### src/rtl/pack_10_to_16.sv
// LSB-first width converter packing IN_W-bit words into OUT_W-bit bus words through a shift accumulator.
// Optional feature: define PACK_FLUSH_EN to add the flush port, which emits a zero-padded partial word.
module pack_10_to_16 #(
  parameter int IN_W  = 10,
  parameter int OUT_W = 16
) (
  input  logic             clk,
  input  logic             rst,
  input  logic [IN_W-1:0]  in_data,
  input  logic             in_valid,
  output logic             in_ready,
  output logic [OUT_W-1:0] out_data,
  output logic             out_valid,
  input  logic             out_ready
`ifdef PACK_FLUSH_EN
  ,
  input  logic             flush
`endif
);

  localparam int ACC_W = OUT_W + IN_W - 1;
  localparam int CNT_W = $clog2(ACC_W + 1);

  localparam logic [CNT_W-1:0] CNT_IN   = CNT_W'(IN_W);
  localparam logic [CNT_W-1:0] CNT_OUT  = CNT_W'(OUT_W);
  localparam logic [CNT_W-1:0] CNT_DIFF = CNT_W'(OUT_W - IN_W);

  logic [ACC_W-1:0] acc, acc_nxt;
  logic [CNT_W-1:0] cnt, cnt_nxt;
  logic [ACC_W-1:0] in_ext;
  logic             in_fire, out_fire;
  logic             flush_req;

`ifdef PACK_FLUSH_EN
  assign flush_req = flush;
`else
  assign flush_req = 1'b0;
`endif

  assign in_ext    = {{(ACC_W-IN_W){1'b0}}, in_data};
  assign out_valid = (cnt >= CNT_OUT);
  assign out_data  = acc[OUT_W-1:0];
  // A pending flush blocks new input so the padded word is exactly the bits held now.
  assign in_ready  = out_valid ? out_ready : !flush_req;
  assign in_fire   = in_valid && in_ready;
  assign out_fire  = out_valid && out_ready;

  always_comb begin
    acc_nxt = acc;
    cnt_nxt = cnt;
    case ({in_fire, out_fire})
      2'b10: begin
        acc_nxt = acc | (in_ext << cnt);
        cnt_nxt = cnt + CNT_IN;
      end
      2'b01: begin
        acc_nxt = acc >> OUT_W;
        cnt_nxt = cnt - CNT_OUT;
      end
      2'b11: begin
        acc_nxt = (acc >> OUT_W) | (in_ext << (cnt - CNT_OUT));
        cnt_nxt = cnt - CNT_DIFF;
      end
      default: begin
        // Upper acc bits are already zero, so bumping cnt presents a zero-padded word.
        if (flush_req && !out_valid && (cnt != '0))
          cnt_nxt = CNT_OUT;
      end
    endcase
  end

  always_ff @(posedge clk or posedge rst) begin
    if (rst) begin
      acc <= '0;
      cnt <= '0;
    end else begin
      acc <= acc_nxt;
      cnt <= cnt_nxt;
    end
  end

endmodule

### config.mk
export PLATFORM = sky130hd
export DESIGN_NAME = pack_10_to_16
export DESIGN_NICKNAME = d
export VERILOG_FILES = /design/src/rtl/pack_10_to_16.sv
export SDC_FILE = /design/constraint.sdc
export NUM_CORES = 1
export LEC_CHECK = 0
export BUFFER_PORTS_ARGS = -buffer_cell sky130_fd_sc_hd__clkbuf_2
export CAP_MARGIN = 0
export CORE_ASPECT_RATIO = 0.5
export CORE_MARGIN = 2
export CORE_UTILIZATION = 25
export CTS_BUF_LIST = sky130_fd_sc_hd__clkbuf_2
export DETAILED_ROUTE_END_ITERATION = 10
export PLACE_DENSITY_LB_ADDON = 0.25
export SKIP_CTS_REPAIR_TIMING = 1
export SYNTH_ARGS = -nofsm -noshare
export SYNTH_HDL_FRONTEND = slang
export SYNTH_SLANG_ARGS = --single-unit
export TNS_END_PERCENT = 1
### constraint.sdc
create_clock -name clk -period 2.97 [get_ports clk]
set_input_delay 0.4455 -clock clk [delete_from_list [all_inputs] [get_ports clk]]
set_output_delay 0.4455 -clock clk [all_outputs]
set_load 0.05 [all_outputs]
==> flow_metrics.env, run 1 <==
export IMPL_status="completed"
export IMPL_drt_met1_wl_mm=1.849
export IMPL_fin_crit_ns=1.884
export IMPL_fmax_ghz=0.5308
export IMPL_power_mw=2.056
export IMPL_synth_cells=167
export IMPL_seq_area_sq_um=725.7
export IMPL_overflow=0
export IMPL_nets=196
export IMPL_rows=20
export IMPL_dpl_hpwl_mm=2.621
export IMPL_drv_cap=0
export IMPL_fp_dieH_um=60.69
export IMPL_setup_tns_ns=0
export IMPL_cts_buffer_depth=2
export IMPL_hold_ws_ns=0.1319
export IMPL_syn2layout_area_growth_pct=8.100
export IMPL_yosysSeqAreaShare=0.4517
export IMPL_maxSlewHeadroom=0.4280
export IMPL_netlist_top_cells_area="dfrtp_1, buf_4, mux2_2, nand2_1, mux2i_1"
export IMPL_antenna_found_initial=0
export IMPL_ctsRootBufferMaster="clkbuf_2"
export IMPL_grt_first_pass_wirelength_mm=6.009
export IMPL_die_w_um=117.4
export IMPL_critPathCaptureType="flip-flop"
export IMPL_portBuffers=31
export IMPL_wirelength_mm=3.646
export IMPL_reg2reg_to="cnt[2]$_DFFE_PP0P_"
export IMPL_ys_flop_type="dfrtp_1"
export IMPL_avgViaCountPerCell=4.422
export IMPL_grt_max_degree=30
export IMPL_hold_violations=0
export IMPL_n_antenna_cell=0
export IMPL_synth_seq_cells=29
export IMPL_synth_area_leader_cell="dfrtp_1"
export IMPL_syn_avg_cell_area_sq_um=9.620
export IMPL_path_depth=3
export IMPL_clk_pin_slew_ns=0.16
export IMPL_drive_above_1_share=0.2944
export IMPL_cts_max_level=2
export IMPL_drt_pass1_iterations=4
export IMPL_synth_edf_count=0
export IMPL_numCtsBuffers=5
export IMPL_fin_crit_sh=0.6343
export IMPL_synth_nets=183
export IMPL_yosysTopAreaCellShare=0.4517
export IMPL_cts_tree="done"
export IMPL_rr_startpoint="cnt[1]$_DFFE_PP0P_"
export IMPL_grt_pass1_vias=1120
export IMPL_post_place_cells=261
export IMPL_synth_most_common_cell="dfrtp_1"
export IMPL_critPathSlowestCell="dfrtp_1"
export IMPL_die_area_sq_um=7123
export IMPL_clk_latency_ns=0.34
export IMPL_required_ns=3.22
export IMPL_top_layer_used="met4"
export IMPL_rsz0062_at_grt="no"
export IMPL_async_flop_share=1.000
export IMPL_power_per_cell_area_nw_per_um2=1184
export IMPL_dr_wl_met3_um=144
export IMPL_fillers=666
export IMPL_critPathBufInv=1
export IMPL_worst_slew_pin_slew_ns=0.8560
export IMPL_multiInputGateArea_sq_um=685.7
export IMPL_ir_drop_mv=0.2034
export IMPL_cpPeakStageDelay_ns=0.75
export IMPL_synth_warnings=0
export IMPL_pin_count=32
export IMPL_synth_cell_type_count=32
export IMPL_rrSetupSlack_ns=1.09
export IMPL_grt_usage=0.1115
export IMPL_netlist_area_sq_um=1607
export IMPL_cp_arrival_ns=2.13
export IMPL_drt_iter0_drc=74
export IMPL_cts_sinks=29
export IMPL_cp_top_family="flip-flops"
export IMPL_ant_nets=0
export IMPL_min_path_type="in -> async"
export IMPL_met2RoutedLength_mm=1.626
export IMPL_drc=0
export IMPL_cp_cell_sequence="clkinv_1 -> ha_1 -> mux2_2"
export IMPL_instances_no_fill=268
export IMPL_synthTopCellsByCount="dfrtp_1, nand2_1, buf_4"
export IMPL_leakagePower_nw=0.8182
export IMPL_worst_setup_path_type="reg -> reg"
export IMPL_vias=1185
export IMPL_initial_utilization=0.2620
export IMPL_finalMaxSlewViolations=0
export IMPL_gp_congestion=0.7889
export IMPL_setup_viol=0
export IMPL_start_kind="flip-flop"
export IMPL_core_sq_um=6131
export IMPL_routedWlPerCell_um=13.60
export IMPL_reg2regPathDepth=3
export IMPL_finClkSkew_ns=0.02261
export IMPL_crit_fanout=18
==> worst max path at each step <==
stage                            start                 end  slack, ns
global route        cnt[1]$_DFFE_PP0P_  cnt[2]$_DFFE_PP0P_       0.92
CTS                 cnt[1]$_DFFE_PP0P_  cnt[2]$_DFFE_PP0P_       1.10
detailed placement  cnt[1]$_DFFE_PP0P_  cnt[2]$_DFFE_PP0P_       1.09
finish              cnt[1]$_DFFE_PP0P_  cnt[2]$_DFFE_PP0P_       1.09
floorplan           cnt[2]$_DFFE_PP0P_  cnt[2]$_DFFE_PP0P_       1.55
global placement    cnt[1]$_DFFE_PP0P_  cnt[2]$_DFFE_PP0P_       1.17
==> worst register-to-register path, cell delays in order, from the launching register on <==
cell,delay [ns]
dfrtp_1,0.75
clkinv_1,0.43
ha_1,0.38
mux2_2,0.25
==> metrics by stage <==
stage,area (sq um),utilization,worst slack (ns)
after floorplan,1607,-,1.547
after global placement,1703,0.2778,1.172
after detailed placement,1703,0.2778,1.093
after CTS,1737,0.2833,1.104
after global routing,1737,0.2833,0.9168
final,1737,0.2833,1.086
==> power by group <==
part | total, mW | internal (mW) | switching, mW
sequential | 0.749 | 0.575 | 0.173
combinational | 1.12 | 0.346 | 0.773
clock | 0.188 | 0.0551 | 0.133
==> logic make-up after synthesis <==
| group | share of synthesized area |
|---|---|
| AND/OR/NAND/NOR | 0.1729 |
| flip-flops | 0.4517 |
| XOR/XNOR | 0.01091 |
| AO/OA/AOI/OAI | 0.1199 |
| multiplexers | 0.1075 |
| adder cells (fa/ha/maj) | 0.01557 |
| buffers and inverters | 0.1215 |
==> per-layer routing <==
metal,track usage,up-vias
li1,-,582
met1,0.1476,581
met2,0.1813,20
met3,0.02914,2
met4,0.04131,0
met5,0,-
==> sequential cells by signal, indices dropped and copies added, names as in the netlist <==
| signal | flops |
|---|---|
| cnt | 4 |
| acc | 25 |
==> placed cells by master, fill, tap and decap left out, drive strengths merged <==
master	n
nand3	6
nand4	2
clkbuf	37
or3	1
dfrtp	29
ha	2
nor3	1
a2bb2oi	2
or4b	2
and2	2
mux2	10
o221ai	5
xor2	1
and3b	2
xnor2	1
o211ai	3
clkinv	2
o21ai	9
mux2i	6
o22ai	7
and2b	1
nand2	24
nand2b	1
a21oi	3
inv	4
buf	1
nor2b	1
nor2	15
==> area by class of cell <==
| type | instances | share of cell area |
|---|---|---|
| Sequential cell | 29 | 0.4179 |
| Multi-Input combinational cell | 107 | 0.3948 |
| Timing Repair Buffer | 32 | 0.09366 |
| Tap cell | 88 | 0.06340 |
| Clock buffer | 6 | 0.01729 |
| Inverter | 5 | 0.01081 |
| Clock inverter | 1 | 0.002161 |
(Power assumes the default switching activity.)
==> run 2, diff against run 1 <==
--- a/config.mk
+++ b/config.mk
@@ -5,6 +5,7 @@
 export SDC_FILE = /design/constraint.sdc
 export NUM_CORES = 1
 export LEC_CHECK = 0
+export ABC_AREA = 1
 export BUFFER_PORTS_ARGS = -buffer_cell sky130_fd_sc_hd__clkbuf_2
 export CAP_MARGIN = 0
 export CORE_ASPECT_RATIO = 0.5
==> constraint.sdc (replaced) <==
create_clock -name clk -period 1.87 [get_ports clk]
set_input_delay 0.2805 -clock clk [delete_from_list [all_inputs] [get_ports clk]]
set_output_delay 0.2805 -clock clk [all_outputs]
set_load 0.05 [all_outputs]
==> run 2 against run 1 <==
Net effect: clock power up 150%; combinational power up 96%; sequential power up 50%; final cell count up 35%; clock skew down 0.0093 ns; global-route usage up 0.68 points; critical path depth up 1; highest routed layer unchanged.
==> flow_metrics.env, run 2 <==
export IMPL_status="completed"
export IMPL_synth_most_common_cell="nand2_1"
export IMPL_async_flop_share=1.000
export IMPL_leakagePower_nw=1.070
export IMPL_wirelength_mm=4.511
export IMPL_hold_start="in_valid"
export IMPL_grt_usage=0.1183
export IMPL_cts_tree="done"
export IMPL_synth_seq_cells=29
export IMPL_post_place_cells=353
export IMPL_synth_edf_count=0
export IMPL_critPathLaunch="cnt[4]$_DFFE_PP0P_"
export IMPL_numCtsBuffers=5
export IMPL_instances_no_fill=362
export IMPL_worst_slew_pin_slew_ns=0.4583
export IMPL_fmax_ghz=0.5802
export IMPL_antenna_found_initial=0
export IMPL_pin_count=32
export IMPL_finClkSkew_ns=0.01327
export IMPL_yosysSeqAreaShare=0.4003
export IMPL_nets=285
export IMPL_drv_cap=0
export IMPL_fin_util=0.2906
export IMPL_synth_cells=252
export IMPL_maxSlewHeadroom=0.6945
export IMPL_cts_sinks=29
export IMPL_layout_common_cells="nand2_1, clkbuf_2, dfrtp_1, nand3_1, inv_1"
export IMPL_grt_first_pass_wirelength_mm=7.417
export IMPL_fin_crit_sh=0.9216
export IMPL_cp_arrival_ns=1.44
export IMPL_crit_fanout=6
export IMPL_syn2layout_area_growth_pct=9.938
export IMPL_setup_viol=0
export IMPL_required_ns=1.59
export IMPL_ctsRootBufferMaster="clkbuf_2"
export IMPL_setup_tns_ns=0
export IMPL_drive_above_1_share=0.2000
export IMPL_initial_utilization=0.2644
export IMPL_fin_crit_ns=1.723
export IMPL_routedWlPerCell_um=12.46
export IMPL_synthTopCellsByCount="nand2_1, dfrtp_1, nand3_1"
export IMPL_ant_nets=0
export IMPL_synth_warnings=0
export IMPL_synth_cell_type_count=23
export IMPL_synth_nets=268
export IMPL_worst_setup_path_type="reg -> out"
export IMPL_ys_flop_type="dfrtp_1"
export IMPL_gp_congestion=0.8363
export IMPL_power_per_cell_area_nw_per_um2=1896
export IMPL_yosysTopAreaCellShare=0.4003
export IMPL_dpl_hpwl_mm=3.401
export IMPL_die_w_um=124.4
export IMPL_n_antenna_cell=0
export IMPL_portBuffers=31
export IMPL_fin_ws_ns=0.1465
export IMPL_cts_buffer_depth=2
export IMPL_vias=1571
export IMPL_largest_register="acc"
export IMPL_netlist_top_cells_area="dfrtp_1, nand2_1, buf_4, nand3_1, o211ai_1"
export IMPL_synth_area_leader_cell="dfrtp_1"
export IMPL_rsz0062_at_grt="no"
export IMPL_rr_startpoint="cnt[2]$_DFFE_PP0P_"
export IMPL_start_kind="flip-flop"
export IMPL_cpMostUsedCell="inv_2"
export IMPL_clk_latency_ns=0.36
export IMPL_fp_dieH_um=64.22
export IMPL_drt_pass1_iterations=4
export IMPL_largest_register_ffs=25
export IMPL_grt_max_degree=30
export IMPL_die_area_sq_um=7990
export IMPL_finalMaxSlewViolations=0
export IMPL_drc=0
export IMPL_hold_violations=0
export IMPL_cp_cell_sequence="inv_2 -> nor2_4 -> inv_2 -> clkbuf_2"
export IMPL_min_path_type="in -> reg"
export IMPL_grt_pass1_vias=1503
export IMPL_syn_avg_cell_area_sq_um=7.194
export IMPL_critPathSlowestCell="dfrtp_1"
export IMPL_largest_registers="acc: 25 flops, cnt: 4 flops"
export IMPL_critPathCaptureType="primary output"
export IMPL_place_ws_ns=0.3992
export IMPL_cts_max_level=2
export IMPL_core_sq_um=6858
export IMPL_power_mw=3.779
export IMPL_avgViaCountPerCell=4.340
export IMPL_overflow=0
export IMPL_netlist_area_sq_um=1813
export IMPL_ir_drop_mv=0.4646
export IMPL_rows=21
export IMPL_drt_iter0_drc=185
export IMPL_layout_commonest_cell="nand2_1"
export IMPL_clk_pin_slew_ns=0.17
export IMPL_cpPeakStageDelay_ns=0.48
run 2: cell types whose count changed in the layout (fill, tap and decap cells not counted), moves of 5 or more:
cell      before  now
nor2_1        15   10
nand3_1        6   21
mux2_2        10    0
mux2i_1        6    0
o22ai_1        7    0
o211ai_1       2    7
nand2_1       24  103
o221ai_1       5    0
a21oi_1        3    8
inv_1          2   13
nand4_1        2    7
run 2: final cells by class:
class	count	area, sq um
inverters	20	75.07
multi-input cells	176	810.8
repair buffers	37	202.7
clock inverters	2	33.78
well taps	92	115.1
fillers	745	4865
flip-flops and latches	29	725.7
clock buffers	6	30.03
run 2: final timing paths:
path	cells after the start	end	slack, ns
setup / recovery	4	in_ready	0.15
hold / removal	3	acc[21]$_DFFE_PP0P_	0.25
setup reg to reg	5	acc[9]$_DFFE_PP0P_	0.35
hold reg to reg	2	acc[11]$_DFFE_PP0P_	0.50
max in group asynchronous	4	acc[10]$_DFFE_PP0P_	1.09
min in group asynchronous	4	cnt[4]$_DFFE_PP0P_	0.50
run 2: logic make-up (layout without fill, tap and decap cells):
kind of cell | count (synthesis) | in the layout | share of synthesized area
xor+xnor | 2 | 2 | 0.009664
flops | 29 | 29 | 0.4003
fa+ha+maj | 2 | 2 | 0.01380
simple gates | 145 | 145 | 0.3354
compound gates | 27 | 27 | 0.08833
buf+inv | 47 | 65 | 0.1525
run 2: critical path: cells and delay by family, from the launching register on:
kind / cells / cell delay, ns
flops: 1 / 0.48
buf+inv: 3 / 0.55
simple gates: 1 / 0.06
run 2: report_power, final:
group / switching, mW / total, mW / internal [mW]
registers: 0.206 / 1.12 / 0.910
logic: 1.63 / 2.20 / 0.568
clock network: 0.237 / 0.466 / 0.228
run 2: stage by stage:
stage	area [sq um]	hold slack (ns)
2_1_floorplan	1813	0.3586
3_3_place_gp	1919	0.3568
3_5_place_dp	1919	0.3649
4_1_cts	1983	-0.06311
5_1_grt	1993	0.2567
6_report	1993	0.2538
run 2: metal layers:
| metal | up-vias | wire, um | GRT usage |
|---|---|---|---|
| met3 | 2 | 187 | 0.02931 |
| met5 | - | 0 | 0 |
| li1 | 822 | - | - |
| met2 | 37 | 1782 | 0.1653 |
| met4 | 0 | 14 | 0.03371 |
| met1 | 710 | 2527 | 0.1775 |
==> run 3, diff against run 2 <==
--- a/config.mk
+++ b/config.mk
@@ -10,7 +10,7 @@
 export CAP_MARGIN = 0
 export CORE_ASPECT_RATIO = 0.5
 export CORE_MARGIN = 2
-export CORE_UTILIZATION = 25
+export CORE_UTILIZATION = 55
 export CTS_BUF_LIST = sky130_fd_sc_hd__clkbuf_2
 export DETAILED_ROUTE_END_ITERATION = 10
 export PLACE_DENSITY_LB_ADDON = 0.25
==> run 3 against run 2 <==
Net effect: register-to-register slack worse by 0.10 ns; sequential power about the same; maximum frequency down 0.54%; clock power up 30%; critical path depth unchanged; count of clock-buffer cells in the layout down 1.
==> flow_metrics.env, run 3 (synthesized netlist as in run 2, its figures left out) <==
export IMPL_cp_cell_sequence="inv_2 -> nor2_4 -> inv_2 -> clkbuf_2"
export IMPL_cpPeakStageDelay_ns=0.47
export IMPL_worst_slew_pin_slew_ns=0.4826
export IMPL_largest_registers="acc: 25 flops, cnt: 4 flops"
export IMPL_fmax_ghz=0.5771
export IMPL_grt_pass1_vias=1508
export IMPL_avgViaCountPerCell=5.346
export IMPL_wirelength_mm=4.360
export IMPL_rows=14
export IMPL_portBuffers=31
export IMPL_cp_arrival_ns=1.45
export IMPL_power_per_cell_area_nw_per_um2=2035
export IMPL_die_w_um=85.20
export IMPL_nets=284
export IMPL_fin_ws_ns=0.1371
export IMPL_drt_iter0_drc=177
export IMPL_clkPwrFrac=0.153
export IMPL_status="completed"
export IMPL_n_antenna_cell=0
export IMPL_vias=1652
export IMPL_finalMaxSlewViolations=0
export IMPL_routedWlPerCell_um=14.11
export IMPL_setup_viol=0
export IMPL_p_int_mw=1.832
export IMPL_initial_utilization=0.5914
export IMPL_cts_tree="done"
export IMPL_p_comb_frac=0.564
export IMPL_rrSetupSlack_ns=0.25
export IMPL_worst_setup_path_type="reg -> out"
export IMPL_clk_latency_ns=0.37
export IMPL_required_ns=1.59
export IMPL_fin_crit_ns=1.733
export IMPL_grt_max_degree=30
export IMPL_grt_first_pass_wirelength_mm=7.479
export IMPL_layout_common_cells="nand2_1, clkbuf_2, dfrtp_1, nand3_1, inv_1"
export IMPL_ant_nets=0
export IMPL_gp_congestion=0.9249
export IMPL_start_kind="flip-flop"
export IMPL_dpl_hpwl_mm=3.185
export IMPL_fin_util=0.6351
export IMPL_drt_pass1_iterations=5
export IMPL_clk_pin_slew_ns=0.18
export IMPL_drv_cap=0
export IMPL_fp_dieH_um=44.60
export IMPL_maxSlewHeadroom=0.6779
export IMPL_switchingPower_mw=2.130
export IMPL_finClkSkew_ns=0.01632
export IMPL_largest_register="acc"
export IMPL_seqPwrFrac=0.283
export IMPL_cts_max_level=2
export IMPL_numCtsBuffers=5
export IMPL_setup_tns_ns=0
export IMPL_cts_buffer_depth=2
export IMPL_die_area_sq_um=3800
export IMPL_min_path_type="in -> reg"
export IMPL_critPathSlowestCell="dfrtp_1"
export IMPL_fin_crit_sh=0.9267
export IMPL_dpl_cell_area_sq_um=1847
export IMPL_leakagePower_nw=1.077
export IMPL_largest_register_ffs=25
export IMPL_crit_fanout=6
export IMPL_antenna_found_initial=0
export IMPL_power_mw=3.962
export IMPL_overflow=0
export IMPL_grt_usage=0.2618
export IMPL_swShare=0.5375
export IMPL_cts_sinks=29
export IMPL_ctsRootBufferMaster="clkbuf_2"
export IMPL_place_ws_ns=0.3071
export IMPL_hold_violations=0
export IMPL_rsz0062_at_grt="no"
export IMPL_layout_commonest_cell="nand2_1"
export IMPL_ir_drop_mv=1.184
export IMPL_critPathCaptureType="primary output"
export IMPL_syn2layout_area_growth_pct=7.385
export IMPL_pin_count=32
export IMPL_core_sq_um=3065
export IMPL_cpMostUsedCell="inv_2"
export IMPL_design_area_sq_um=1947
export IMPL_drive_above_1_share=0.2007
export IMPL_drc=0
[run 3: critical path, delay by kind of cell (launching register included)]
family        cells  cell delay, ns
buf+inv           3            0.55
simple gates      1            0.06
flops             1            0.47
[run 3: final cells by class]
type	instances	area (sq um)
fill	294	1119
multi-input combinational	176	810.8
sequential	29	725.7
timing repair buffer	36	195.2
inverter	20	75.07
clock inverter	3	65.06
tap	40	50.05
clock buffer	5	25.02
[run 3: final timing paths]
check | depth (start not counted) | startpoint | endpoint
setup / recovery | 4 | cnt[4]$_DFFE_PP0P_ | in_ready
hold / removal | 3 | in_data[1] | acc[1]$_DFFE_PP0P_
setup reg to reg | 5 | cnt[2]$_DFFE_PP0P_ | acc[9]$_DFFE_PP0P_
hold reg to reg | 2 | acc[20]$_DFFE_PP0P_ | acc[20]$_DFFE_PP0P_
max in group asynchronous | 4 | rst | acc[18]$_DFFE_PP0P_
min in group asynchronous | 4 | rst | acc[7]$_DFFE_PP0P_
[run 3: per-stage QoR]
stage	instances	hold WS [ns]
floorplan	252	0.3586
global placement	300	0.3526
detailed placement	300	0.3556
CTS	308	-0.06176
global route	309	0.2537
finish	309	0.2491
[run 3: per-layer routing]
layer / track usage / wire length [um] / vias to the layer above
li1: - / - / 820
met1: 0.4129 / 2311 / 764
met2: 0.3547 / 1703 / 63
met3: 0.06716 / 315 / 5
met4: 0.06032 / 29 / 0
met5: 0 / 0 / -
[run 3: power groups by stage]
stage	clock network, mW	logic [mW]	registers [mW]
floorplan	0	2.08	1.06
finish	0.605	2.24	1.12
detailed placement	0	2.21	1.14
global placement	0	2.19	1.12
CTS	0.606	2.22	1.12
global route	0.635	2.47	1.17
